[src/rtl/load_store_unit.sv]
// Memory-stage load/store sequencer: one word-aligned req/ack cache transaction per
// instruction, stalling the pipeline until ack and returning aligned, extended load data.
module load_store_unit #(
  parameter int unsigned TIMEOUT_CYCLES = 256
) (
  input  logic        clk,
  input  logic        reset,
  input  logic        rd_en,
  input  logic        wr_en,
  input  logic [2:0]  mask,
  input  logic [31:0] addr,
  input  logic [31:0] wdata,
  output logic        stall,
  output logic        load_valid,
  output logic [31:0] load_rdata,
  output logic        mem_err,
  output logic        c_req,
  output logic        c_we,
  output logic [31:0] c_addr,
  output logic [3:0]  c_be,
  output logic [31:0] c_wdata,
  input  logic [31:0] c_rdata,
  input  logic        c_ack
);

  typedef enum logic [1:0] {IDLE, REQ, DONE, ERR} state_t;

  localparam bit          USE_TIMEOUT = (TIMEOUT_CYCLES != 0);
  localparam logic [31:0] LAST        = USE_TIMEOUT ? 32'(TIMEOUT_CYCLES - 1) : 32'd0;

  state_t      state, state_next;
  logic [31:0] cnt;
  logic        is_load;
  logic [2:0]  mask_q;
  logic [1:0]  off_q;
  logic        req_any;
  logic        legal;
  logic        timeout;
  logic [3:0]  be_st;
  logic [31:0] wdata_st;
  logic [31:0] lane;
  logic [31:0] ext;

  assign req_any = rd_en | wr_en;
  assign timeout = USE_TIMEOUT && (cnt == LAST);

  // Legal size code and natural alignment; unsigned sizes are load-only.
  always_comb begin
    legal = 1'b0;
    case (mask)
      3'b000, 3'b100: legal = 1'b1;
      3'b001, 3'b101: legal = ~addr[0];
      3'b010:         legal = (addr[1:0] == 2'b00);
      default:        legal = 1'b0;
    endcase
    if (wr_en && mask[2])
      legal = 1'b0;
  end

  always_comb begin
    be_st    = 4'b1111;
    wdata_st = wdata;
    case (mask[1:0])
      2'b00: begin
        be_st    = 4'b0001 << addr[1:0];
        wdata_st = {4{wdata[7:0]}};
      end
      2'b01: begin
        be_st    = 4'b0011 << addr[1:0];
        wdata_st = {2{wdata[15:0]}};
      end
      default: ;
    endcase
  end

  assign lane = c_rdata >> {off_q, 3'b000};

  always_comb begin
    case (mask_q[1:0])
      2'b00:   ext = {{24{lane[7] & ~mask_q[2]}}, lane[7:0]};
      2'b01:   ext = {{16{lane[15] & ~mask_q[2]}}, lane[15:0]};
      default: ext = lane;
    endcase
  end

  always_comb begin
    state_next = state;
    stall      = 1'b0;
    case (state)
      IDLE: begin
        stall = req_any;
        if (req_any)
          state_next = legal ? REQ : ERR;
      end
      REQ: begin
        stall = 1'b1;
        if (c_ack)
          state_next = DONE;
        else if (timeout)
          state_next = ERR;
      end
      // The instruction is still presented in DONE/ERR, so its enables are ignored.
      DONE:    state_next = IDLE;
      ERR:     state_next = IDLE;
      default: state_next = IDLE;
    endcase
  end

  always_ff @(posedge clk or posedge reset) begin
    if (reset)
      state <= IDLE;
    else
      state <= state_next;
  end

  always_ff @(posedge clk or posedge reset) begin
    if (reset) begin
      cnt        <= 32'd0;
      is_load    <= 1'b0;
      mask_q     <= 3'd0;
      off_q      <= 2'd0;
      c_we       <= 1'b0;
      c_addr     <= 32'd0;
      c_be       <= 4'd0;
      c_wdata    <= 32'd0;
      load_rdata <= 32'd0;
    end else begin
      if (state == IDLE && req_any) begin
        is_load <= ~wr_en;
        mask_q  <= mask;
        off_q   <= addr[1:0];
        c_we    <= wr_en;
        c_addr  <= {addr[31:2], 2'b00};
        c_be    <= wr_en ? be_st : 4'b1111;
        c_wdata <= wr_en ? wdata_st : 32'd0;
      end
      if (state == REQ)
        cnt <= cnt + 32'd1;
      else
        cnt <= 32'd0;
      if (state == REQ && c_ack && is_load)
        load_rdata <= ext;
    end
  end

  assign c_req      = (state == REQ);
  assign load_valid = (state == DONE) && is_load;
  assign mem_err    = (state == ERR);

endmodule

[config.mk]
export PLATFORM = sky130hd
export DESIGN_NAME = load_store_unit
export DESIGN_NICKNAME = d
export VERILOG_FILES = /design/src/rtl/load_store_unit.sv
export SDC_FILE = /design/constraint.sdc
export NUM_CORES = 1
export LEC_CHECK = 0
export ABC_AREA = 1
export CAP_MARGIN = 10
export CORE_ASPECT_RATIO = 1.2
export CORE_MARGIN = 2
export CORE_UTILIZATION = 48
export CTS_BUF_LIST = sky130_fd_sc_hd__clkbuf_16
export DETAILED_ROUTE_END_ITERATION = 16
export PLACE_DENSITY = 0.81
export SYNTH_ARGS = -nofsm -noshare
export SYNTH_HDL_FRONTEND = slang
export SYNTH_SLANG_ARGS = --single-unit
[constraint.sdc]
create_clock -name clk -period 6.4 [get_ports clk]
set_clock_uncertainty 0.2 [all_clocks]
set_input_delay 1.28 -clock clk [delete_from_list [all_inputs] [get_ports clk]]
set_output_delay 1.28 -clock clk [all_outputs]
set_load 0.05 [all_outputs]
==> results.sh <==
export IMPL_root_buffer="clkbuf_16"
export IMPL_grt_max_degree=100
export IMPL_whs_path_depth=2
export IMPL_switching_power_w=0.00247
export IMPL_io_buffers=206
export IMPL_wl_per_cell_um=14.9
export IMPL_leakage_nw=4.45
export IMPL_dpl_hpwl_mm=14.4
export IMPL_firstDrtPassIters=6
export IMPL_layout_common_cells="nand2_1, clkdlybuf4s50_1, dfrtp_1, nor2_1, o21ai_0"
export IMPL_coreArea_mm2=0.0144
export IMPL_start_util=0.488
export IMPL_hold_start="c_addr[24]"
export IMPL_hold_buffers=0
export IMPL_place_congestion=0.942
export IMPL_grt_ovfl_total=0
export IMPL_numCtsBuffers=17
export IMPL_yosys_warnings=0
export IMPL_r2r_end="load_rdata[10]"
export IMPL_synth_top_cell_area_share=0.496
export IMPL_syn_area_mm2=0.00701
export IMPL_synth_distinct_cells=28
export IMPL_yosys_area_top_type="dfrtp_1"
export IMPL_antenna_found_initial=0
export IMPL_ys_top_cells_by_area="dfrtp_1, nand2_1, nor2_1"
export IMPL_layout_commonest_cell="nand2_1"
export IMPL_seqPwrFrac=0.282
export IMPL_min_path_type="reg2reg"
export IMPL_period_needed_ns=4.52
export IMPL_drc_errors=0
export IMPL_synth_edf_count=0
export IMPL_async_flop_share=1.00
export IMPL_num_rows=48
export IMPL_slew_violations=0
export IMPL_slew_headroom=0.405
export IMPL_ys_flop_type="dfrtp_1"
export IMPL_cts_tree="done"
export IMPL_startpoint_type="primary input"
export IMPL_n_fill_cell=1193
export IMPL_syn2layout_area_growth_pct=38.4
export IMPL_report_power_total_w=0.00503
export IMPL_pin_count=209
export IMPL_drv_cap=0
export IMPL_wirelength_mm=20.0
export IMPL_track_usage=0.266
export IMPL_hold_viol_final=0
export IMPL_ys_seq_area_frac=0.496
export IMPL_drtIter0Drc=520
export IMPL_die_area_mm2=0.0156
export IMPL_setup_viol=0
export IMPL_cp_required_ns=4.92
export IMPL_cts_buffer_depth=2
export IMPL_cp_max_fo=3
export IMPL_timing_rr_start="state[1]"
export IMPL_internal_power_w=0.00256
export IMPL_p_comb_frac=0.535
export IMPL_synthCells=958
export IMPL_die_h_um=136
export IMPL_critPathKind="in2out"
export IMPL_drive_gt1_frac=0.0498
export IMPL_die_x_um=114
export IMPL_final_nets=1256
export IMPL_crit_path_start="wr_en"
export IMPL_cts_sinks=139
export IMPL_fmax_mhz=221
export IMPL_fin_crit_sh=0.705
export IMPL_finalSetupTns_ns=0
export IMPL_antenna_cells=0
export IMPL_power_share_clock=0.183
export IMPL_run_status="finished, final reports clean"
export IMPL_antenna_left=0
export IMPL_synth_area_per_cell_um2=7.31
export IMPL_rsz0062_at_grt="no"
export IMPL_vias_per_cell=5.15
export IMPL_cts_max_level=4
export IMPL_arrival_ns=3.04
export IMPL_clk_pin_slew_worst_paths_ns=0.06
export IMPL_synth_seq_cells=139
export IMPL_insertion_delay_ns=0.42
export IMPL_post_cts_buffers=0
export IMPL_worstSetupEndpoint="stall"
export IMPL_worstMarginPinSlew_ns=0.892
export IMPL_r2r_cells=10
export IMPL_ir_worst_vdd_mv=0.361
export IMPL_powerDensity_mw_per_mm2=519
export IMPL_crit_path_end_kind="output port"
export IMPL_grt_first_pass_wirelength_mm=32.4
export IMPL_swShare=0.491
export IMPL_cts_resized=0
export IMPL_grt_pass1_vias=6726
export IMPL_rrSetupSlack_ns=3.65
export IMPL_num_vias=6902
stage by stage:
stage          cells  instance area (um^2)  hold WS (ns)   util  worst slack [ns]
3_3_place_gp    1307                  9150         0.253  0.637              1.92
3_5_place_dp    1307                  9150         0.257  0.637              1.91
4_1_cts         1339                  9700         0.272  0.676              1.89
6_report        1339                  9700         0.269  0.676              1.88
2_1_floorplan    959                  7010         0.255      -              1.20
5_1_grt         1339                  9700         0.296  0.676              1.83
Yosys cell counts, types with 6 or more instances:
cell      number
nand2_1      338
dfrtp_1      139
nor2_2         6
or2_1         13
o211ai_1      14
o21ai_1       10
clkbuf_1      16
inv_2          9
nor2_1       136
nand3_1       37
inv_1         75
o21ai_0       76
a21oi_1       42
buf_2         16
per-layer routing:
| layer | track usage | part of all wire | routed length (um) | vias up |
|---|---|---|---|---|
| li1 | - | - | - | 3381 |
| met1 | 0.315 | 0.38 | 7600 | 3168 |
| met2 | 0.438 | 0.49 | 9710 | 316 |
| met3 | 0.113 | 0.11 | 2190 | 37 |
| met4 | 0.0915 | 0.024 | 487 | 0 |
| met5 | 0 | 0 | 0 | - |
critical path, cell delays in order:
cell and delay (ns):
clkdlybuf4s50_1 0.55, nor2_1 0.09, nor2_4 0.12, inv_2 0.04, nand2_1 0.09, clkdlybuf4s50_1 0.86
power groups by stage:
stage                     registers, W  clock network [W]  logic, W
after floorplan                0.00238                  0  0.000837
after global placement         0.00142                  0   0.00266
after global routing           0.00146           0.000978   0.00288
after CTS                      0.00142           0.000932   0.00270
final                          0.00142           0.000920   0.00269
after detailed placement       0.00142                  0   0.00269
final cells by class:
| type | count | area [um^2] | share of cell area |
|---|---|---|---|
| Inverter | 85 | 324 | 0.0334 |
| Clock inverter | 15 | 124 | 0.0128 |
| Tap cell | 175 | 219 | 0.0226 |
| Timing Repair Buffer | 210 | 2090 | 0.216 |
| Multi-Input combinational cell | 698 | 3040 | 0.313 |
| Sequential cell | 139 | 3480 | 0.359 |
| Clock buffer | 17 | 425 | 0.0439 |
cells by family after synthesis:
| kind of cell | synth area share |
|---|---|
| other cells | 0.000535 |
| xor+xnor | 0.00500 |
| fa+ha+maj | 0.00179 |
| simple gates | 0.315 |
| compound gates | 0.111 |
| buf+inv | 0.0709 |
| flops | 0.496 |
flip-flops by register name (all words and copies together), names as in the netlist, 2 cells and up:
signal / count
state: 2
c_wdata: 32
load_rdata: 32
cnt: 32
mask_q: 3
off_q: 2
c_be: 4
c_addr: 30
worst min-delay path by stage:
stage,slack (ns),to
finish,0.27,c_addr[24]
global route,0.30,cnt[0]
CTS,0.27,c_addr[24]
detailed placement,0.26,c_addr[24]
global placement,0.25,c_addr[4]
floorplan,0.25,cnt[0]
Power figures use the tool's default switching activity.
==> RTL change (same settings) <==
Register the output `mem_err`; this adds one clock of latency there. The other outputs are not delayed to match.
--- a/src/rtl/load_store_unit.sv
+++ b/src/rtl/load_store_unit.sv
@@ -146,5 +146,7 @@
   assign c_req      = (state == REQ);
   assign load_valid = (state == DONE) && is_load;
-  assign mem_err    = (state == ERR);
+  always_ff @(posedge clk) begin
+    mem_err <= (state == ERR);
+  end
 
 endmodule
Function: changed (a bounded check fails within 4 cycles, from zero or initial values and one cycle with reset high).
==> RTL change against the unedited design <==
- critical path depth increased by 1
- sequential cell count increased by 1
- synthesized area increased by 0.29%
- design area increased by 0.31%
- total power increased by 0.89%
- worst setup slack got worse by 360 ps
- sequential share of layout area increased by 0.095 points
- count of clock-buffer cells in the layout unchanged
- routed wire length increased by 2.3%
- largest cell class unchanged
- largest power group unchanged
==> RTL change: results (changes against the unedited design) <==
Worst setup path:
- The longest individual stage delay on the worst path is 830 ps (-30 ps).
- The data arrival time of the critical path is 3390 ps (+350 ps).

Route:
- The total length of routed met3 wires is 2.05 mm (-6.1%).
- The length of routed wiring on met1 is 8.09 mm (+6.5%).
- The wire length after detailed routing is 20.5 mm (+2.3%).
- The number of DRC violations after detailed-routing iteration 0 came to 496 (-4.6%).
- The total via count in the routed design is 6,933 (+0.45%).
- The first-pass iteration count of the detailed router is 7 (+1).

GRT:
- The via count of the first global-routing pass came to 6,677 (-0.73%).
- The all-layer global routing usage is 26.8% (+0.18 points).
- The largest net degree at the start of global routing is 112 (+12%).
- The met2 demand-to-capacity share in global routing was 44.5% (+0.73 points).
- The fraction of met3 tracks used by global routing is 9.74% (-1.5 points).
- The met1 usage is 32.1% (+0.66 points).
- The first-pass GRT wire length is 32.7 mm (+1.1%).

Placed design:
- The half-perimeter wire length after placement came to 14.4 mm (-0.35%).
- The placer's final routability congestion estimate came to 0.878 (-6.8%).

Yosys:
- The number of distinct library cells after synthesis came to 29 (+3.6%).
- The post-synthesis share of cell area spent on xor and xnor gates is 0.499% (-0.0014 points).
- The mean cell area of the mapped netlist came to 7.33 sq um (+0.18%).
- The complex-gate fraction of the synthesized area was 11.0% (-0.032 points).
- The adder and majority gate portion of the synthesized area is 0.178% (-0.00051 points).
- The sequential cell area fraction in the yosys report is 49.8% (+0.14 points).
- The share of flip-flops with an asynchronous set or reset is 99.3% (-0.71 points).

Hold path:
- In this run the most critical hold path is launched from c_addr[29]$_DFFE_PP0P_.
- The path with the worst hold slack has its endpoint at c_addr[29]$_DFFE_PP0P_.

Status:
- The flow ran to the end, and the final reports show no timing, DRC or antenna violations.

Power:
- The leakage component of the power came to 4.48 nW (+0.58%).
- The total net switching power came to 2.47 mW (+0.16%).
- The largest voltage drop on the vdd net is 458 uV (+27%).

STA:
- The worst hold slack is 269 ps (-0.852 ps).

Finish:
- The total of fill cells in the finished design was 1,162 (-2.6%).
[RTL change: worst max-delay path by stage]
stage,from,endpoint,slack [ps],depth (start not counted)
after floorplan,reset,c_addr[10]$_DFFE_PP0P_,1200,1
after global placement,wr_en,stall,1560,7
after detailed placement,wr_en,stall,1530,7
after CTS,wr_en,stall,1510,7
after global routing,wr_en,stall,1410,7
final,wr_en,stall,1530,7
[RTL change: cell type report]
cell class	count	area (sq um)	area share (%)
clock inverter	14	134	1.38
multi-input combinational	698	3040	31.2
inverter	85	324	3.33
sequential	140	3500	36.0
timing repair buffer	210	2090	21.5
clock buffer	17	425	4.37
tap	175	219	2.25
[RTL change: logic make-up (layout without fill, tap and decap cells)]
family                     count (synthesis)  after routing
DFF                                      140            140
other                                      1              2
adders and majority gates                  1              1
AOI/OAI and AO/OA                        146            146
buffers and inverters                    122            326
xor gates and xnor gates                   4              4
and+or+nand+nor                          545            545
[RTL change: worst reg2reg max path, stage by stage (launching register included)]
cell	delay [ps]
sky130_fd_sc_hd__dfrtp_1	370
sky130_fd_sc_hd__inv_1	100
sky130_fd_sc_hd__nand2_2	330
sky130_fd_sc_hd__inv_2	390
sky130_fd_sc_hd__nand3_4	330
sky130_fd_sc_hd__inv_2	490
sky130_fd_sc_hd__nand2_1	160
sky130_fd_sc_hd__inv_2	140
sky130_fd_sc_hd__nand2_1	70
sky130_fd_sc_hd__nand2_1	60
sky130_fd_sc_hd__inv_1	30
[RTL change: through the flow]
step / cell area [sq um] / setup WS [ps]
2_1_floorplan: 7030 / 1200
3_3_place_gp: 9170 / 1560
3_5_place_dp: 9170 / 1530
4_1_cts: 9730 / 1510
5_1_grt: 9730 / 1410
6_report: 9730 / 1530
